<file path="src/rtl/outpkt_multi.sv">
`ifndef PKT_COMM_VERSION
`define PKT_COMM_VERSION 8'h02
`endif
`default_nettype none
// ============================================================================
// Module  : outpkt_multi
// Purpose : round-robin framer turning per-channel results into a 16-bit
//           word stream with a single-register valid/ready output stage
// Rev     : 1.0
// ============================================================================
module outpkt_multi #(
    parameter logic [7:0] VERSION      = `PKT_COMM_VERSION,
    parameter int         N_SRC        = 4,
    parameter int         RESULT_LEN   = 32,
    parameter int         HASH_NUM_MSB = 15
) (
    input  logic                               CLK,
    input  logic                               RESET_N,
    input  logic [N_SRC-1:0]                   src_not_empty,
    input  logic [2*N_SRC-1:0]                 pkt_type,
    input  logic [16*N_SRC-1:0]                pkt_id,
    input  logic [(HASH_NUM_MSB+1)*N_SRC-1:0]  hash_num,
    input  logic [32*N_SRC-1:0]                num_processed,
    output logic [3:0]                         rd_sel,
    output logic [$clog2(4+RESULT_LEN/2)-1:0]  rd_addr,
    input  logic [15:0]                        din,
    output logic [N_SRC-1:0]                   src_ack,
    output logic [15:0]                        dout,
    output logic                               pkt_new,
    output logic                               pkt_end,
    output logic                               dout_valid,
    input  logic                               dout_ready
);

    localparam int         AW   = $clog2(4 + RESULT_LEN / 2);
    localparam int         HW   = HASH_NUM_MSB + 1;
    localparam logic [7:0] C_RW = 8'(RESULT_LEN / 2);

    localparam logic [2:0] S_IDLE = 3'd0;
    localparam logic [2:0] S_ARB  = 3'd1;
    localparam logic [2:0] S_HDR  = 3'd2;
    localparam logic [2:0] S_NUMP = 3'd3;
    localparam logic [2:0] S_MEM  = 3'd4;
    localparam logic [2:0] S_HNUM = 3'd5;
    localparam logic [2:0] S_RES  = 3'd6;
    localparam logic [2:0] S_ACK  = 3'd7;

    localparam logic [1:0] T_INV  = 2'd0;
    localparam logic [1:0] T_DONE = 2'd1;
    localparam logic [1:0] T_CMP  = 2'd3;

    logic [2:0]       r_state, w_state_nxt;
    logic [7:0]       r_cnt, w_cnt_nxt;
    logic [3:0]       r_grant, r_ptr, w_arb_grant;
    logic [1:0]       r_type, w_type_arb;
    logic             w_arb_found;
    logic [15:0]      r_dout, w_word, w_id;
    logic             r_pkt_new, r_pkt_end, r_dout_valid;
    logic             w_word_vld, w_word_first, w_word_last, w_load, w_accept;
    logic [31:0]      w_np;
    logic [HW-1:0]    w_hash;
    logic [7:0]       w_len;
    logic [N_SRC-1:0] w_ack;

    // Search starts one past the last served channel, so the previous winner
    // (even if it re-requests during its ack) is considered last.
    always_comb begin
        w_arb_found = 1'b0;
        w_arb_grant = '0;
        w_type_arb  = T_INV;
        for (int i = 1; i <= N_SRC; i++) begin
            for (int j = 0; j < N_SRC; j++) begin
                if (!w_arb_found && src_not_empty[j] && (j == (int'(r_ptr) + i) % N_SRC)) begin
                    w_arb_found = 1'b1;
                    w_arb_grant = 4'(j);
                    w_type_arb  = pkt_type[2*j +: 2];
                end
            end
        end
    end

    always_comb begin
        w_id   = '0;
        w_np   = '0;
        w_hash = '0;
        for (int j = 0; j < N_SRC; j++) begin
            if (r_grant == 4'(j)) begin
                w_id   = pkt_id[16*j +: 16];
                w_np   = num_processed[32*j +: 32];
                w_hash = hash_num[HW*j +: HW];
            end
        end
    end

    assign w_load   = w_word_vld & (~r_dout_valid | dout_ready);
    assign w_accept = r_dout_valid & dout_ready;

    always_ff @(posedge CLK or negedge RESET_N) begin
        if (!RESET_N) begin
            r_state <= S_IDLE;
            r_cnt   <= '0;
        end else begin
            r_state <= w_state_nxt;
            r_cnt   <= w_cnt_nxt;
        end
    end

    always_comb begin
        w_state_nxt = r_state;
        w_cnt_nxt   = r_cnt;
        case (r_state)
            S_IDLE: if (|src_not_empty) w_state_nxt = S_ARB;
            S_ARB: begin
                w_cnt_nxt   = '0;
                w_state_nxt = w_arb_found ? S_HDR : S_IDLE;
            end
            S_HDR: begin
                if (r_type == T_INV) begin
                    w_state_nxt = S_ACK;
                end else if (w_load) begin
                    if (r_cnt == 8'd4) begin
                        w_cnt_nxt   = '0;
                        w_state_nxt = (r_type == T_DONE) ? S_NUMP : S_MEM;
                    end else begin
                        w_cnt_nxt = r_cnt + 8'd1;
                    end
                end
            end
            S_NUMP: begin
                if (r_cnt == 8'd2) begin
                    if (w_accept) w_state_nxt = S_ACK;
                end else if (w_load) begin
                    w_cnt_nxt = r_cnt + 8'd1;
                end
            end
            S_MEM: begin
                if (w_load) begin
                    if (r_cnt == 8'd2) begin
                        w_cnt_nxt   = '0;
                        w_state_nxt = (r_type == T_CMP) ? S_HNUM : S_RES;
                    end else begin
                        w_cnt_nxt = r_cnt + 8'd1;
                    end
                end
            end
            S_HNUM: begin
                if (w_load) begin
                    w_cnt_nxt   = '0;
                    w_state_nxt = S_RES;
                end
            end
            S_RES: begin
                if (r_cnt == C_RW) begin
                    if (w_accept) w_state_nxt = S_ACK;
                end else if (w_load) begin
                    w_cnt_nxt = r_cnt + 8'd1;
                end
            end
            S_ACK:   w_state_nxt = S_IDLE;
            default: w_state_nxt = S_IDLE;
        endcase
    end

    always_comb begin
        case (r_type)
            T_DONE:  w_len = 8'd4;
            T_CMP:   w_len = 8'(8 + RESULT_LEN);
            default: w_len = 8'(6 + RESULT_LEN);
        endcase
    end

    // rd_addr follows the *next* state so the read lands one cycle before the
    // word is loaded, and freezes automatically while the output is stalled.
    always_comb begin
        w_word       = '0;
        w_word_vld   = 1'b0;
        w_word_first = 1'b0;
        w_word_last  = 1'b0;
        w_ack        = '0;
        rd_addr      = '0;
        case (r_state)
            S_HDR: begin
                w_word_vld   = (r_type != T_INV);
                w_word_first = (r_cnt == 8'd0);
                case (r_cnt)
                    8'd0:    w_word = {8'hD1 + {6'd0, r_type}, VERSION};
                    8'd1:    w_word = 16'h35b9;
                    8'd2:    w_word = {8'h00, w_len};
                    8'd3:    w_word = 16'h0000;
                    default: w_word = w_id;
                endcase
            end
            S_NUMP: begin
                w_word_vld  = (r_cnt < 8'd2);
                w_word_last = (r_cnt == 8'd1);
                w_word      = (r_cnt == 8'd0) ? w_np[15:0] : w_np[31:16];
            end
            S_MEM: begin
                w_word_vld = 1'b1;
                w_word     = din;
            end
            S_HNUM: begin
                w_word_vld = 1'b1;
                w_word     = 16'(w_hash);
            end
            S_RES: begin
                w_word_vld  = (r_cnt < C_RW);
                w_word_last = (r_cnt == C_RW - 8'd1);
                w_word      = din;
            end
            S_ACK: begin
                for (int j = 0; j < N_SRC; j++) w_ack[j] = (r_grant == 4'(j));
            end
            default: w_word = '0;
        endcase
        case (w_state_nxt)
            S_MEM:   rd_addr = (w_cnt_nxt == 8'd0) ? '0 : AW'(w_cnt_nxt + 8'd1);
            S_RES:   rd_addr = (w_cnt_nxt < C_RW) ? AW'(w_cnt_nxt + 8'd4) : '0;
            default: rd_addr = '0;
        endcase
    end

    always_ff @(posedge CLK or negedge RESET_N) begin
        if (!RESET_N) begin
            r_grant <= '0;
            r_ptr   <= 4'(N_SRC - 1);
            r_type  <= T_INV;
        end else if (r_state == S_ARB && w_arb_found) begin
            r_grant <= w_arb_grant;
            r_ptr   <= w_arb_grant;
            r_type  <= w_type_arb;
        end
    end

    always_ff @(posedge CLK or negedge RESET_N) begin
        if (!RESET_N) begin
            r_dout_valid <= 1'b0;
            r_dout       <= '0;
            r_pkt_new    <= 1'b0;
            r_pkt_end    <= 1'b0;
        end else if (!r_dout_valid || dout_ready) begin
            r_dout_valid <= w_word_vld;
            if (w_word_vld) begin
                r_dout    <= w_word;
                r_pkt_new <= w_word_first;
                r_pkt_end <= w_word_last;
            end
        end
    end

    assign rd_sel     = r_grant;
    assign src_ack    = w_ack;
    assign dout       = r_dout;
    assign pkt_new    = r_pkt_new;
    assign pkt_end    = r_pkt_end;
    assign dout_valid = r_dout_valid;

endmodule
`default_nettype wire

</file>
<file path="config.mk">
export PLATFORM = sky130hd
export DESIGN_NAME = outpkt_multi
export DESIGN_NICKNAME = d
export VERILOG_FILES = /design/src/rtl/outpkt_multi.sv
export SDC_FILE = /design/constraint.sdc
export NUM_CORES = 1
export LEC_CHECK = 0
export CORE_UTILIZATION = 30
export CTS_BUF_LIST = sky130_fd_sc_hd__clkbuf_16
export DETAILED_ROUTE_END_ITERATION = 7
export PLACE_DENSITY = 0.64
export SLEW_MARGIN = 20
export SYNTH_ARGS = -nofsm -noshare
export SYNTH_HDL_FRONTEND = slang
export SYNTH_SLANG_ARGS = --single-unit
</file>
<file path="constraint.sdc">
create_clock -name CLK -period 6.2 [get_ports CLK]
set_clock_uncertainty 0.05 [all_clocks]
set_input_delay 1.24 -clock CLK [delete_from_list [all_inputs] [get_ports CLK]]
set_output_delay 1.24 -clock CLK [all_outputs]
set_load 0.1 [all_outputs]
</file>
Word level (Yosys, flattened, before mapping)
Cells that the tools add are included.
{"block": "word_totals", "register_bits": 38, "inputBits": 287, "output_inout_bits": 32}
{"block": "op_classes", "add_sub_neg": 8, "magnitude_cmp": 3, "eq_ne": 32, "n_mux": 94, "bitwise_logic": 8, "n_reduce_logical": 67}
{"cell": "two-way mux 16 bit", "n": 9}
{"cell": "zero test 32 bit", "n": 4}
{"cell": "two-way mux 32 bit", "n": 4}
{"cell": "one-hot mux 16 bit (4 select lines)", "n": 2}
{"cell": "two-way mux 8 bit", "n": 9}
{"cell": "two-way mux 4 bit", "n": 14}
{"cell": "one-hot mux 8 bit (6 select lines)", "n": 1}
{"cell": "two-way mux 2 bit", "n": 19}
{"cell": "two-way mux 3 bit", "n": 11}
{"cell": "logical AND 1 bit", "n": 32}
{"cell": "== test 3 bit (first input constant)", "n": 8}
{"cell": "one-hot mux 3 bit (8 select lines)", "n": 1}
{"cell": "== test 3 bit (second input constant)", "n": 6}
{"cell": "two-way mux 1 bit", "n": 18}
{"cell": "== test 8 x 2 -> 1 bit (second input constant)", "n": 2}
{"cell": "zero test 1 bit", "n": 16}
{"cell": "zero test 8 bit", "n": 2}
{"cell": "less-than comparator 8 x 5 -> 1 bit (second input constant)", "n": 2}
{"cell": "== test 2 x 3 -> 1 bit (first input constant)", "n": 4}
{"cell": "one-hot mux 6 bit (2 select lines)", "n": 1}
{"cell": "OR reduction 2 bit", "n": 6}
{"cell": "two-way mux 5 bit", "n": 2}
{"cell": "one-hot mux 5 bit (2 select lines)", "n": 1}
{"cell": "adder 7 x 3 -> 8 bit (first input constant)", "n": 1}
{"cell": "29 further kinds", "n": 37}

Logic depth before layout (Yosys ltp)
Gate-level depths: netlist of the first run.
{"block": "depth", "ltp_word": 70, "mapped_depth": 19, "mapped_depth_nobuf": 16}

Worst setup path after synthesis of the first run
No wires, ideal clock.
{"block": "synth_timing", "path_kind": "input to output", "from": "input dout_ready", "to": "output rd_addr[3]", "t_arrival_ps": 5692, "setup_slack_ps": -782, "cell_stages": 13, "path_buffers": 3, "path_cell_list": "nand2b_1 -> clkbuf_1 -> o21a_4 -> inv_2 -> clkbuf_1 -> clkbuf_1 -> ha_1 -> o211ai_2 -> a22oi_2 -> ha_1 -> nand3_1 -> o21ai_1 -> o31ai_1"}
{"block": "synth_between", "elab_chain_cells": 8}
{"element": "start, declared", "line": "32", "rtl": "input logic dout_ready"}
{"element": "OR 1 bit", "line": "95", "rtl": "assign w_load = w_word_vld & (~r_dout_valid | dout_ready);"}
{"element": "bitwise AND 1 bit", "line": "95"}
{"element": "two-way mux 8 bit, on equally long branches", "line": "132, 155, 120"}
{"element": "two-way mux 8 bit, on equally long branches", "line": "153, 118, 130"}
{"element": "one-hot mux 8 bit (6 select lines)", "line": "111", "rtl": "case (r_state)"}
{"element": "less-than comparator 8 x 5 -> 1 bit (tied with other cells)", "line": "218", "rtl": "S_RES: rd_addr = (w_cnt_nxt < C_RW) ? AW'(w_cnt_nxt + 8'd4) : '0;"}
{"element": "two-way mux 5 bit, on equally long branches", "line": "218, 217"}
{"element": "one-hot mux 5 bit (2 select lines) *", "line": "216", "rtl": "case (w_state_nxt)"}
{"element": "end, declared", "line": "25", "rtl": "output logic [$clog2(4+RESULT_LEN/2)-1:0] rd_addr,"}
Mark *: on every way between the ends. The rest lies on a longest branch, timed or not.

Worst setup path in the final report of the first run
{"block": "layout_timing", "from": "input dout_ready", "to": "output rd_addr[2]"}
{"block": "layout_between", "elab_chain_cells": 8}
{"element": "OR 1 bit *", "line": "95"}
{"element": "bitwise AND 1 bit *", "line": "95"}
{"element": "two-way mux 8 bit, on equally long branches", "line": "132, 155, 120"}
{"element": "two-way mux 8 bit, on equally long branches", "line": "153, 118, 130"}
{"element": "one-hot mux 8 bit (6 select lines) *", "line": "111"}
{"element": "named net w_cnt_nxt[0]", "line": "53", "rtl": "logic [7:0] r_cnt, w_cnt_nxt;"}
{"element": "less-than comparator 8 x 5 -> 1 bit (tied with other cells)", "line": "218"}
{"element": "two-way mux 5 bit, on equally long branches", "line": "218, 217"}
{"element": "one-hot mux 5 bit (2 select lines) *", "line": "216"}
The timed path passes the listed nets; every way through them passes the cells marked *.

==> flow_results.org, run 1 <==
** Routing
- Summed over all layers, the routed wires come to 25.1 mm.
- Initial DRC Count :: 552
- Total via count after detailed routing :: 6208
- Met3 Routed Length :: 1.84 mm
- Mean number of vias per cell :: 5.87
- Routed signal wires occupy layers up through met5.
- After detailed routing, the average wire length per cell comes to 23.8 µm.
- Before antenna repair, the detailed router went through 5 iterations.
- Wire length the detailed router placed on met1 :: 10.6 mm
- Detail Route met2 WL :: 12.5 mm
- For this run, design rule violations remaining after detail routing come to 0.
- In this run the remaining antenna-violating nets after routing total 0.

** Place
- Count of buffers inserted at the top-level ports :: 316
- Placed inst area :: 8470 µm²
- The congestion estimate from routability-driven global placement came to 0.949.
- Prior to clock tree synthesis, the placed netlist has a worst setup slack of 0.274 ns.
- Detailed placement ended at an HPWL of 20.7 mm.

** Synthesis
- In the post-synthesis netlist, the biggest area contributors are sky130_fd_sc_hd__mux4_2, sky130_fd_sc_hd__dfrtp_1, sky130_fd_sc_hd__nand2_1.
- FFs w/ async S/R, synth :: 1.00
- In this run the cell area of the synthesized design comes to 5100 µm².
- sky130_fd_sc_hd__mux4_2 takes more of the synthesized area than any other cell.
- In the synthesized netlist the dominant register cell turns out to be sky130_fd_sc_hd__dfrtp_1.
- Of the synthesized area, sequential elements account for 0.177.
- The share of synthesized area in the top cell type comes to 0.282.
- Ranked by instance count, the synthesized netlist is headed by sky130_fd_sc_hd__mux4_2, sky130_fd_sc_hd__nand2_1, sky130_fd_sc_hd__clkbuf_1, sky130_fd_sc_hd__nor2_1, sky130_fd_sc_hd__o21ai_0.
- The Yosys step of the flow raised 0 warnings.
- Counting every instance in the synthesized netlist gives 548.
- Number of distinct library cell variants in the gate-level netlist after synthesis :: 75
- Dividing the synthesized area by the synthesized cell count gives 9.31 µm².
- The most common cell in the synthesized netlist is sky130_fd_sc_hd__mux4_2.
- Counting flops with a built-in enable in the synthesized netlist gives 0.
- The synthesized design contains 36 register bits.

** Cells and area
- Layout fillers :: 1532
- In the final layout, flip-flops and latches occupy 908 µm².
- Layout overhead on the synthesized area :: 69.0%
- In the final layout, the share of cells above drive strength 1 is 0.149.
- Finished layout cell area :: 8620 µm²
- Area of combinational cells with multiple inputs :: 3920 µm²
- # nets final :: 1133

** Floorplanning
- Measured along the y axis, the die boundary spans 132 µm.
- The region available for standard cell placement spans 16600 µm².
- The die covers 17500 µm².
- DIE WIDTH :: 132 µm
- After floorplanning, the core was divided into 47 placement rows.
- Initial core utilization :: 0.308
- Num ports :: 319

** Power and ir drop
- In this run the power spent charging and discharging nets is 2.23 mW.
- Sequential Power Share :: 0.127
- Total chip power :: 4.03 mW
- VDD sags by at most 0.321 mV.
- Leakage power summed over all cells :: 3.24 nW
- Net Sw Frac :: 0.554
- In this run the power density over the cells is 467 nW/µm².
- Relative contribution of the clock network to total power :: 0.063
- The share of total power dissipated in combinational logic is 0.810.
- Internal power of the cells :: 1.80 mW

** Run
- Number of max-cap violations :: 0

** Timing
- For the pin with the worst max-slew slack, the measured transition is 1.08 ns.
- Timing would allow up to 171 MHz.
- Setup violations remaining at the end of the flow were counted as 0.
- Final-layout setup total negative slack :: 0 ns
- Fin. Hold Viols :: 0
- The routed design could run at a clock period as short as 5.86 ns.
- Setup slack on the critical path of the routed design comes to 0.338 ns.
- Setup repair after global routing left no endpoint under its margin.
- Worst-case headroom to the max-slew limit :: 0.280
- Share of the cycle needed by the critical path after routing :: 0.946
- Min Hold Slack :: 0.434 ns
- The final number of max-transition violations came to 0.

** CTS
- The clock tree synthesis step divided the H-tree into 2 levels.
- Post-CTS timing repair inserted 0 buffers for setup.
- CTS saw 36 sinks.
- Worst skew pair latency :: 0.29 ns
- Buffer levels on the longest clock path :: 2
- CTS tree :: done
- The root buffer cell chosen for the clock tree is sky130_fd_sc_hd__clkbuf_16.
- Post-CTS clock slew at the launch and capture registers of the worst setup and hold paths :: 0.06 ns
- Inserted Clock Buffers :: 5

** Critical path
- Crit path cell chain :: clkdlybuf4s50_1, nand2b_2, o21a_4, inv_2, ha_1, o211a_1, nor3_1, o221ai_1, a22oi_2, inv_1, ha_1, a211oi_1, o211ai_1, nand3_1, buf_12
- Worst-path fanout max :: 9
- Critical path's slowest cell :: sky130_fd_sc_hd__clkdlybuf4s50_1
- The worst setup path is of the in2out kind.
- Worst path required time :: 4.91 ns
- Crit end category :: output pin
- FF-to-FF Start :: r_state[0]
- For the worst setup path, the data arrival time is 4.57 ns.
- Most Frequent Cell on Critical Path :: sky130_fd_sc_hd__ha_1
- Largest incremental delay on the critical path :: 0.50 ns
- Critical path startpoint :: dout_ready
- Startpoint Class :: primary input

** Worst hold path
- Startpoint of the lowest-slack hold path :: dout[6]
- HP Class :: reg2reg

** GRT
- The initial antenna violation count was 3.
- In the global route stage, overall resource usage came out at 0.283.
- The first global-routing pass estimated 38.1 mm of wire.
- Entering global routing, the biggest net connects 52 pins.
- Overflow left after global routing :: 0
- Vias in the first global route :: 6287

** Status
- The flow ran to the end, and the final reports show no timing, DRC or antenna violations.
power by group through the flow:
stage               Sequential, mW  Clock [mW]  Combinational [mW]
floorplan                    0.788           0                1.98
global route                 0.531       0.264                3.47
detailed placement           0.515           0                3.24
finish                       0.511       0.252                3.26
CTS                          0.511       0.256                3.25
global placement             0.512           0                3.22
flip-flops by register name, summed over array words and instances, names as in the netlist, 2 cells and up:
signal   flops
r_ptr        2
r_state      3
r_cnt        8
dout        16
r_type       2
rd_sel       2
logic make-up after synthesis:
kind of cell | Yosys count | share of synthesized area
AOI/OAI and AO/OA | 168 | 0.238
xor gates and xnor gates | 1 | 0.00172
adders and majority gates | 12 | 0.0294
buffers and inverters | 72 | 0.0579
DFF | 36 | 0.177
muxes | 81 | 0.319
other | 1 | 0.000735
and+or+nand+nor | 177 | 0.177
metrics by stage:
| stage | std cells | utilization |
|---|---|---|
| detailed placement | 1047 | 0.511 |
| global route | 1055 | 0.520 |
| finish | 1057 | 0.520 |
| floorplan | 549 | - |
| global placement | 1047 | 0.511 |
| CTS | 1055 | 0.519 |
critical path, delay by kind of cell:
family                   cells  cell delay [ns]
AO/OA/AOI/OAI                6             1.29
AND/OR/NAND/NOR              3             0.69
buffers and inverters        4             0.92
adder cells (fa/ha/maj)      2             0.42
placed cells by master, fill, tap and decap left out, types with 5 or more instances in the layout:
master | netlist | routed
sky130_fd_sc_hd__buf_4 | 2 | 11
sky130_fd_sc_hd__mux2_2 | 14 | 14
sky130_fd_sc_hd__or3_1 | 7 | 7
sky130_fd_sc_hd__o21ai_0 | 35 | 35
sky130_fd_sc_hd__a21oi_1 | 23 | 23
sky130_fd_sc_hd__mux4_2 | 64 | 64
sky130_fd_sc_hd__clkbuf_16 | 0 | 5
sky130_fd_sc_hd__clkdlybuf4s50_1 | 0 | 310
sky130_fd_sc_hd__nand3_1 | 14 | 14
sky130_fd_sc_hd__inv_1 | 21 | 23
sky130_fd_sc_hd__a22o_1 | 6 | 6
sky130_fd_sc_hd__a211oi_1 | 10 | 10
sky130_fd_sc_hd__o211ai_1 | 6 | 6
sky130_fd_sc_hd__nand2_1 | 59 | 59
sky130_fd_sc_hd__a21o_1 | 6 | 6
sky130_fd_sc_hd__a221oi_1 | 16 | 16
sky130_fd_sc_hd__dfrtp_1 | 34 | 32
sky130_fd_sc_hd__a22oi_1 | 12 | 12
sky130_fd_sc_hd__ha_1 | 12 | 12
sky130_fd_sc_hd__nor3_1 | 11 | 11
sky130_fd_sc_hd__nand2b_1 | 7 | 6
sky130_fd_sc_hd__a31oi_1 | 6 | 6
sky130_fd_sc_hd__nor2_1 | 36 | 36
sky130_fd_sc_hd__and3_1 | 5 | 5
sky130_fd_sc_hd__buf_12 | 0 | 5
routing by layer:
| metal | GRT usage | vias to the layer above |
|---|---|---|
| met1 | 0.365 | 3089 |
| met2 | 0.505 | 327 |
| li1 | - | 2764 |
| met4 | 0.0332 | 2 |
| met5 | 0 | - |
| met3 | 0.0498 | 26 |
cell type report:
cell class / count / share of cell area
tap: 220 / 0.0319
sequential: 36 / 0.105
multi-input combinational: 441 / 0.454
timing repair buffer: 327 / 0.382
clock buffer: 5 / 0.0145
antenna: 2 / 0.000580
inverter: 23 / 0.0100
clock inverter: 3 / 0.00189
timing repair:
action / 4_1_cts / 5_1_grt
setup endpoints to repair: 0 / 3
hold endpoints to repair: 0 / 0
resized for setup: 0 / 2
hold buffers: 0 / 0
path summary, 6_finish.rpt:
path | to | slack [ns] | cells after the start
hold reg to reg | dout[6] | 0.43 | 2
min in group asynchronous | pkt_end | 1.02 | 1
max in group asynchronous | rd_sel[0] | 4.42 | 1
setup reg to reg | r_cnt[0] | 2.78 | 10
hold / removal | dout[6] | 0.43 | 2
setup / recovery | rd_addr[2] | 0.34 | 15
No activity file was read; power rests on OpenSTA's default activity.
==> run 2: changes to the inputs <==
Settings changed: RECOVER_POWER from default to 25, REMOVE_ABC_BUFFERS from default to 1.
==> flow_results.org, run 2 (synthesis results as in run 1) <==
** Floorplanning
- Num ports :: 319
- DIE HEIGHT :: 132 µm
- DIE AREA :: 17500 µm²
- Placeable core region :: 16600 µm²
- Standard-cell rows :: 47
- The initial utilization of the core area, before any placement, comes to 0.308.
- DIE WIDTH :: 132 µm

** Cells and area
- The library cell used most frequently in the layout, excluding fill and tap cells, is sky130_fd_sc_hd__clkdlybuf4s50_1.
- Fraction of final layout cells with drive strength greater than 1 :: 0.150
- Most frequent cells in the layout :: sky130_fd_sc_hd__clkdlybuf4s50_1, sky130_fd_sc_hd__mux4_2, sky130_fd_sc_hd__nand2_1
- At the end of the flow the core is filled with cells to 0.522.
- The sequential cells in the finished layout cover a total of 911 µm².
- The finished cells cover 8650 µm².
- Relative to the synthesized area, the layout overhead comes to 69.6%.
- The final layout contains 1134 nets.
- The register with the most flip-flops in the layout has 16 of them.
- In the final layout, the multi-input gates occupy 3910 µm².
- The layout has 1514 filler cells.

** Routing
- Dividing the detail-routed wire length by the instance count gives 22.6 µm.
- Top sig layer :: met4
- Met3 Routed Length :: 1.75 mm
- Wires add up to 24.0 mm.
- Total via count after detailed routing :: 6117
- The first TritonRoute pass finished after 5 iterations.
- Initial DRC Count :: 423
- In the final routing, the length of wire on met1 measures 9.66 mm.
- Mean number of vias per cell :: 5.78
- Detail Route met2 WL :: 12.0 mm
- Routed Antenna Nets :: 0
- DRC violation count after routing :: 0

** CTS
- Cell at the root of the clock tree :: sky130_fd_sc_hd__clkbuf_16
- Clock latency on the worst-skew pair, taken at its later pin, is 0.29 ns.
- TritonCTS created 5 clock buffers.
- Clock tree synthesis found a total of 36 sinks.
- In this run the number of H-tree levels came out at 2.
- In this run the post-CTS setup repair buffer count came out at 0.
- Hold-fix buffers at CTS :: 0
- Buffer levels on the longest clock path :: 2
- TritonCTS built the clock tree.
- After clock tree synthesis, the clock-pin slew on the worst setup and hold paths is 0.06 ns.
- In this run, post-CTS repair resized a total of 0 instances.

** Critical path
- FF-to-FF Start :: r_cnt[4]
- At the worst endpoint, the arrival time is 4.61 ns.
- Top cell family by delay on the critical path :: compound AO/OA/AOI/OAI gates
- Setup CP Type :: in2out
- The worst setup path is launched from a primary input.
- On the worst path, the slowest cell contributes a delay of 0.51 ns.
- Worst-path fanout max :: 9
- The worst setup path is captured at an output pin.
- Worst path required time :: 4.91 ns
- Traced cell by cell, the critical path runs through clkdlybuf4s50_1, nand2b_1, o21a_4, inv_2, ha_1, o211a_1, nor3_1, o221ai_1, a22oi_2, inv_1, ha_1, a211oi_1, o211ai_1, nand3_1, buf_12.
- For the worst flop-to-flop path, the logic depth is 11.
- Critical path's slowest cell :: sky130_fd_sc_hd__clkdlybuf4s50_1
- Capturing point of the worst reg2reg path :: r_cnt[0]
- The number of buffers and inverters on the critical path is 4.
- Most Frequent Cell on Critical Path :: sky130_fd_sc_hd__ha_1
- The setup check on the worst reg-to-reg path leaves a slack of 2.93 ns.

** Place
- Routability-driven placement finished with a final weighted congestion of 0.889.
- During placement, the flow inserted port buffers numbering 316.
- The placed instances occupy a cell area of 8480 µm².
- Detailed placement ended at an HPWL of 19.2 mm.

** GRT
- Pin count of the biggest net entering global routing :: 71
- The via count of the first global-routing pass is 6441.
- Summed over all layers, the global routing overflow is 0.
- The first global-routing pass estimated 36.8 mm of wire.
- Overall routing resource usage :: 0.274
- The initial antenna violation count is 2.

** Timing
- Based on the critical path, the design can be clocked at up to 169 MHz.
- Final setup violation count :: 0
- The hold violation total from the final report came to 0.
- The worst path needs 5.90 ns of the cycle, external delays included.
- Share of the cycle needed by the critical path after routing :: 0.952
- Total count of max-transition violations in the final report :: 37
- Worst-case headroom to the max-slew limit :: -0.456
- Unrepaired setup endpoints after global routing :: no
- Worst slew pin tran :: 2.18 ns

** Worst hold path
- Startpoint of the lowest-slack hold path :: dout[15]
- Counting instances, the worst hold path has a depth of 2.
- Hold Crit Endpoint :: dout[15]
- The min-delay analysis places its worst path in the category reg2reg.

** Power and ir drop
- The worst-case IR drop observed on VDD is 0.351 mV.
- Leakage power summed over all cells :: 3.25 nW
- Power density over the cells :: 465 nW/µm²

** Status
- The run finished, with violations left.
- The checks that failed: max-capacitance violations, max-slew violations.

** Run
- Number of max-cap violations :: 1
==> run 2: where the power goes <==
part           switching (mW)  total (mW)  internal (mW)
Combinational            1.83        3.14           1.31
Sequential              0.247       0.583          0.336
Clock                   0.105       0.294          0.189
Total                    2.18        4.02           1.84
==> run 2: worst max path at each step <==
stage / from / to / depth (start not counted)
after CTS: dout_ready / rd_addr[2] / 15
final: dout_ready / rd_addr[2] / 15
after global placement: dout_ready / rd_addr[2] / 15
after detailed placement: dout_ready / rd_addr[2] / 15
after global routing: dout_ready / rd_addr[2] / 15
after floorplan: rd_sel[0] / src_ack[0] / 1
==> run 2: through the flow <==
stage | std cells | total power [mW] | TNS [ns] | setup WS (ns) | hold WS (ns)
3_3_place_gp | 1048 | 3.68 | 0 | 0.547 | 0.412
2_1_floorplan | 500 | 2.78 | -1.50 | -0.571 | 0.504
3_5_place_dp | 1048 | 3.72 | 0 | 0.411 | 0.424
6_report | 1058 | 4.02 | 0 | 0.296 | 0.434
5_1_grt | 1056 | 4.26 | 0 | 0.112 | 0.455
4_1_cts | 1056 | 4.04 | 0 | 0.397 | 0.439
==> run 2: metal layers <==
metal	up-vias	GRT usage
met4	0	0.0779
met1	2997	0.338
met5	-	0
li1	2766	-
met3	41	0.0621
met2	313	0.476
==> run 2: cell type report <==
class	count	share of cell area
Tap cell	220	0.0318
Inverter	23	0.00998
Clock buffer	5	0.0145
Clock inverter	3	0.00492
Timing Repair Buffer	328	0.381
Sequential cell	36	0.105
Antenna cell	2	0.000578
Multi-Input combinational cell	441	0.452
==> run 2: worst min-delay path, delay by kind of cell (launching register included) <==
family | cells | cell delay [ns]
simple gates | 1 | 0.05
flops | 1 | 0.35
compound gates | 1 | 0.06
